File: config.mk
export PLATFORM = sky130hd
export DESIGN_NAME = cdc_src_fsm
export DESIGN_NICKNAME = d
export VERILOG_FILES = /design/src/rtl/cdc_pkg.sv /design/src/rtl/cdc_sync_bits.sv /design/src/rtl/cdc_src_fsm.sv
export SDC_FILE = /design/constraint.sdc
export NUM_CORES = 1
export LEC_CHECK = 0
export ABC_AREA = 0
export CAP_MARGIN = 20
export CORE_AREA = 2 2 39 41
export CTS_BUF_LIST = sky130_fd_sc_hd__clkbuf_8
export CTS_CLUSTER_DIAMETER = 50
export DETAILED_ROUTE_END_ITERATION = 7
export DIE_AREA = 0 0 41 43
export RECOVER_POWER = 25
export SKIP_LAST_GASP = 1
export SYNTH_ARGS = -nofsm -noshare
export SYNTH_HDL_FRONTEND = slang
export SYNTH_SLANG_ARGS = --single-unit
File: constraint.sdc
create_clock -name clk_i -period 2.85 [get_ports clk_i]
set_input_delay 0.4275 -clock clk_i [delete_from_list [all_inputs] [get_ports clk_i]]
set_output_delay 0.4275 -clock clk_i [all_outputs]
set_load 0.05 [all_outputs]
File: src/rtl/cdc_pkg.sv
// Shared types for the two-phase (toggle) handshake CDC pair.
package cdc_pkg;

  typedef enum logic {
    IDLE     = 1'b0,
    WAIT_ACK = 1'b1
  } cdc_src_state_e;

  // Fewer than two flops leaves no settling time for a metastable ack sample.
  localparam int SYNC_STAGES_MIN = 2;

endpackage

File: src/rtl/cdc_sync_bits.sv
// Reset-to-zero flop chain that brings asynchronous level signals into clk_i.
module cdc_sync_bits #(
  parameter int STAGES = 2,
  parameter int WIDTH  = 1
) (
  input  logic             clk_i,
  input  logic             rst_ni,
  input  logic [WIDTH-1:0] d,
  output logic [WIDTH-1:0] q
);

  logic [STAGES-1:0][WIDTH-1:0] chain_q;

  always_ff @(posedge clk_i or negedge rst_ni) begin
    if (!rst_ni) begin
      chain_q <= '0;
    end else begin
      chain_q <= {chain_q[STAGES-2:0], d};
    end
  end

  assign q = chain_q[STAGES-1];

endmodule

File: src/rtl/cdc_src_fsm.sv
// Source side of the toggle-handshake CDC: launches each accepted item as a
// held-stable payload plus a req toggle, then waits for the matching ack toggle.
module cdc_src_fsm
  import cdc_pkg::*;
#(
  parameter type T           = logic,
  parameter int  SYNC_STAGES = 2,
  parameter bit  SKID        = 1'b1
) (
  input  logic clk_i,
  input  logic rst_ni,
  input  logic valid_i,
  output logic ready_o,
  input  T     data_i,
  output logic async_req_o,
  output T     async_data_o,
  input  logic async_ack_i,
  output logic busy_o
);

  // Upstream handshake: an item moves on a clk_i edge where valid_i && ready_o;
  // ready_o is registered and never depends on valid_i in the same cycle.

  if (SYNC_STAGES < SYNC_STAGES_MIN) begin : g_bad_stages
    $error("cdc_src_fsm: SYNC_STAGES must be at least %0d", SYNC_STAGES_MIN);
  end

  cdc_src_state_e state_q, state_d;
  logic           buf_vld_q, buf_vld_d;
  T               buf_q, buf_d;
  T               data_d, launch_data;
  logic           req_d, ready_d, launch;
  logic           ack_s, ack_q, ack_evt, acc;

  cdc_sync_bits #(
    .STAGES(SYNC_STAGES),
    .WIDTH (1)
  ) u_ack_sync (
    .clk_i (clk_i),
    .rst_ni(rst_ni),
    .d     (async_ack_i),
    .q     (ack_s)
  );

  assign ack_evt = ack_s ^ ack_q;
  assign acc     = valid_i && ready_o;

  always_comb begin
    state_d     = state_q;
    buf_vld_d   = buf_vld_q;
    buf_d       = buf_q;
    launch      = 1'b0;
    launch_data = data_i;
    case (state_q)
      IDLE: begin
        // An ack toggle seen here is a protocol violation and is dropped.
        if (acc) launch = 1'b1;
      end
      WAIT_ACK: begin
        if (ack_evt) begin
          if (buf_vld_q) begin
            launch      = 1'b1;
            launch_data = buf_q;
            buf_vld_d   = 1'b0;
          end else if (acc) begin
            launch = 1'b1;
          end else begin
            state_d = IDLE;
          end
        end else if (acc && SKID) begin
          buf_d     = data_i;
          buf_vld_d = 1'b1;
        end
      end
      default: state_d = IDLE;
    endcase
    if (launch) state_d = WAIT_ACK;
    data_d  = launch ? launch_data : async_data_o;
    req_d   = async_req_o ^ launch;
    ready_d = SKID ? !buf_vld_d : (state_d == IDLE);
  end

  always_ff @(posedge clk_i or negedge rst_ni) begin
    if (!rst_ni) begin
      state_q      <= IDLE;
      buf_vld_q    <= 1'b0;
      buf_q        <= '0;
      ack_q        <= 1'b0;
      async_req_o  <= 1'b0;
      async_data_o <= '0;
      ready_o      <= 1'b0;
      busy_o       <= 1'b0;
    end else begin
      state_q      <= state_d;
      buf_vld_q    <= buf_vld_d;
      buf_q        <= buf_d;
      ack_q        <= ack_s;
      async_req_o  <= req_d;
      async_data_o <= data_d;
      ready_o      <= ready_d;
      busy_o       <= (state_d == WAIT_ACK);
    end
  end

endmodule

==> results of run 1 <==
## worst max path at each step
| stage | startpoint | to | slack, ns | cells after the start |
|---|---|---|---|---|
| floorplan | state_q | async_data_o | 1.55 | 4 |
| global placement | state_q | busy_o | 1.16 | 1 |
| detailed placement | state_q | busy_o | 1.13 | 1 |
| CTS | state_q | busy_o | 0.88 | 1 |
| global route | state_q | busy_o | 0.82 | 1 |
| finish | state_q | busy_o | 0.89 | 1 |
## layout make-up
class / count / area, µm²
timing repair buffer: 8 / 80.1
tap: 16 / 20.0
clock buffer: 3 / 41.3
inverter: 1 / 3.75
fill: 145 / 896
sequential: 9 / 225
clock inverter: 1 / 5.00
multi-input combinational: 16 / 113
## power by group
group          switching, µW  internal (µW)
logic                    148           85.2
clock network           48.5           95.1
registers               40.7            173
total                    238            353
## layer usage
layer  wire length [µm]  vias up  GRT usage, %
li1                   -      117             -
met1                292      116          11.7
met2                236        9          12.2
met3                 46        0          4.71
met4                  0        0          8.00
met5                  0        -             0
## per-stage QoR
step | std cells | area, µm²
after floorplan | 26 | 342
after global placement | 50 | 442
after detailed placement | 50 | 442
after CTS | 54 | 488
after global routing | 54 | 488
final | 54 | 488
## kinds of logic after synthesis
logic type,count (synthesis)
buf+inv,1
mux,1
simple gates,6
flops,9
compound gates,6
xor+xnor,3
## cell usage in the layout (no fill, tap or decap)
master	instances
a21oi_1	1
a22oi_2	1
a31oi_1	2
clkbuf_8	3
clkdlybuf4s50_1	6
clkinv_2	1
dfrtp_1	9
dlygate4sd3_1	2
inv_1	1
mux2_2	1
nand2_1	3
nand4_1	2
nor2_1	1
o21ai_0	2
xnor2_2	1
xor2_1	2
==> metrics.cfg, run 1 <==
[clock_network]
clk_path_buf_depth = 2
cts.sinks = 9
cts_resized = 0
tritoncts = built
h-tree-depth = 1
clock_latency_ns = 0.23
clkTransAtPathRegs_ns = 0.05
numCtsBuffers = 3
cts_root_buf = clkbuf_8
cts_hold_buf = 0
post_cts_buffers = 0

[global_routing]
grt_pass1_vias = 272
grt_pass1_wl_um = 1080
gr-total-overflow = 0
grt_max_degree = 10
antenna_found_initial = 0
grt_usage_pct = 9.64

[floorplanning]
die_h_um = 43
die_w_um = 41
num_rows = 14
coreArea_mm2 = 0.00138
io_pins = 9
initial_core_util_pct = 24.7
die-area_mm2 = 0.00176

[synthesis]
synth_fa_ha_area_share_pct = 0
syn-cell-area_um2 = 342
synth_top_family_by_area = compound AO/OA/AOI/OAI gates
yosys-top-cells-count = dfrtp_1 (9), nand2_1 (3)
synth-xor-area-share_pct = 9.89
syn_nets = 31
synthCells = 26
synth_compound_area_share_pct = 11.7
synth_edf_count = 0
yosys.area.top_type_share_pct = 65.9
async_flop_share_pct = 100
ys_warn_count = 0
synth-seq-cells = 9
ys_types = 12
synthTopCellsByArea = dfrtp_1 (66%), xor2_1 (5.1%), xnor2_2 (4.8%)
seq_area_frac_synth_pct = 65.9
synth_mux_area_share_pct = 3.30
synthFlopType = dfrtp_1
syn_area_per_cell_um2 = 13.1
synthSimpleGateAreaFrac_pct = 8.06
synth.most_common_cell = dfrtp_1
yosys.area.top_type = dfrtp_1

[sta]
hold_violations = 0
slew_viol_final = 0
max_freq_mhz = 509
setup_viol = 0
slew_headroom_pct = 66.6
skew_ns = 0.00486
worst_hold_slack_ns = 0.349
fin_ws_ns = 0.886
fin_crit_ns = 1.96
grt_setup_unrepaired = false
worst_pin_slew_ns = 0.499
fin_setup_tns_ns = 0
min_period_over_period_pct = 68.9

[routing]
vias = 242
drt-wirelength-per-cell_um = 10.6
ant_nets = 0
drt_iter0_markers = 3
wirelength_um = 575
drt_pass1_iterations = 2
vias_per_cell = 4.48
drc = 0

[worst_setup_path]
slowest_delay_ns = 0.85
reg2reg_slack_ns = 1.65
ff2ff_path_depth = 3
cp.required_ns = 2.42
critPathTopFamily = buffers and inverters
critical_path_buf_inv_count = 1
crit_chain = clkdlybuf4s50_1
path_max_fanout = 8
r2r_end = buf_q
crit_type = register to output port
start_kind = register
arrival_ns = 1.54
crit_slowest_cell = clkdlybuf4s50_1
crit_path_end_kind = output port
timing.rr.start = ack_q

[run_status]
outcome = complete, no violations

[min_path]
hold_path_end = u_ack_sync.q
hold_class = register to register
min_from = u_ack_sync.chain_q[0]
hold_depth = 0

[cells_and_area]
area_growth_pct = 42.9
final_nets = 44
diodes = 0
drive_gt1_share_pct = 18.4
fin_util_pct = 35.3

[job]
maxCapViolCount = 0

[pwr]
p_leak_uw = 0.000207
p_per_area_mw_per_mm2 = 1210
irDropWorstVdd_uv = 468
p_total_uw = 591

[place]
detailed_place_hpwl_um = 435
place_congestion = 0.721
io_buffers = 8
place_ws_ns = 1.13

Note: power is estimated with default switching activity, not from simulation.
==> run 2: changes to the inputs <==
- clock period: 2.85 -> 1.93 ns (I/O delays scaled with it)
==> metrics.cfg, run 2 (synthesis results as in run 1) <==
[cells_and_area]
final_nets = 44
area_growth_pct = 42.9
layout_common_cells = dfrtp_1 (9), clkdlybuf4s50_1 (6), nand2_1 (3), clkbuf_8 (3)
drive_gt1_share_pct = 18.4
stdcell_area_um2 = 488
fillers = 134
mostFrequentLayoutCell = dfrtp_1
diodes = 0

[global_routing]
gr-total-overflow = 0
grt_pass1_wl_um = 966
grt_usage_pct = 8.62
grt_pass1_vias = 259
grt_max_degree = 10
antenna_found_initial = 0

[clock_network]
cts.sinks = 9
numCtsBuffers = 3
cts_resized = 0
h-tree-depth = 1
post_cts_buffers = 0
cts_hold_buf = 0
clk_path_buf_depth = 2
clkTransAtPathRegs_ns = 0.05
tritoncts = built
cts_root_buf = clkbuf_8
clock_latency_ns = 0.23

[worst_setup_path]
crit_cells = 1
crit_chain = clkdlybuf4s50_1
critical_path_buf_inv_count = 1
ff2ff_path_depth = 3
start_kind = register
crit_path_end_kind = output port
crit_type = register to output port
path_max_fanout = 8
crit_slowest_cell = clkdlybuf4s50_1
arrival_ns = 1.53
slowest_delay_ns = 0.84
critPathTopFamily = buffers and inverters
cp.required_ns = 1.64

[sta]
fin_setup_tns_ns = 0
worst_hold_slack_ns = 0.348
slew_headroom_pct = 66.9
grt_setup_unrepaired = false
min_period_over_period_pct = 94.3
hold_violations = 0
fin_crit_ns = 1.82
max_freq_mhz = 550
worst_pin_slew_ns = 0.495
slew_viol_final = 0
setup_viol = 0
skew_ns = 0.00513
fin_ws_ns = 0.110

[floorplanning]
die_h_um = 43
die_w_um = 41
io_pins = 9
die-area_mm2 = 0.00176
coreArea_mm2 = 0.00138
initial_core_util_pct = 24.7
num_rows = 14

[job]
maxCapViolCount = 0

[routing]
drc = 0
drt_pass1_iterations = 2
wl_met3_um = 46
vias_per_cell = 4.39
wirelength_um = 559
top_layer = met3
ant_nets = 0
drt_iter0_markers = 3
dr_wl_met2_um = 223
drt-wirelength-per-cell_um = 10.4
wl_met1_um = 289
vias = 237

[place]
detailed_place_hpwl_um = 430
place_ws_ns = 0.362
placedInstanceArea_um2 = 442
place_congestion = 0.720
io_buffers = 8

[pwr]
p_per_area_mw_per_mm2 = 1790
irDropWorstVdd_uv = 809
p_leak_uw = 0.000207

[min_path]
hold_class = register to register
hold_depth = 0

[run_status]
outcome = complete, no violations

-- run 2: cell counts in the layout (fill, tap and decap cells not counted) --
No cell type changed its count.
-- run 2: final timing paths --
check	start	to	slack, ns
hold reg to reg	u_ack_sync.chain_q[0]	u_ack_sync.q	0.35
max in group asynchronous	rst_ni	asynchronous set/reset pin	1.21
hold / removal	u_ack_sync.chain_q[0]	u_ack_sync.q	0.35
setup / recovery	state_q	busy_o	0.11
setup reg to reg	ack_q	buf_q	0.75
min in group asynchronous	rst_ni	async_req_o	0.43
-- run 2: cell type report --
type,instances,area [µm²],area share (%)
repair buffers,8,80.1,16.4
flip-flops and latches,9,225,46.2
well taps,16,20.0,4.10
clock buffers,3,41.3,8.46
multi-input cells,16,113,23.1
inverters,1,3.75,0.769
clock inverters,1,5.00,1.03
-- run 2: metal layers --
layer | vias to the layer above | global-route usage (%)
met5 | - | 0
met4 | 0 | 6.00
met3 | 0 | 4.71
met2 | 9 | 11.9
met1 | 111 | 9.63
li1 | 117 | -
-- run 2: per-stage QoR --
| step | instances | power, µW | util (%) |
|---|---|---|---|
| 2_1_floorplan | 26 | 545 | - |
| 3_3_place_gp | 50 | 660 | 31.9 |
| 3_5_place_dp | 50 | 667 | 31.9 |
| 4_1_cts | 54 | 887 | 35.3 |
| 5_1_grt | 54 | 933 | 35.3 |
| 6_report | 54 | 871 | 35.3 |
-- run 2: power by group --
part	switching (µW)	total [µW]	internal (µW)
Combinational	218	344	126
Clock	72.3	213	141
Sequential	59.6	315	255
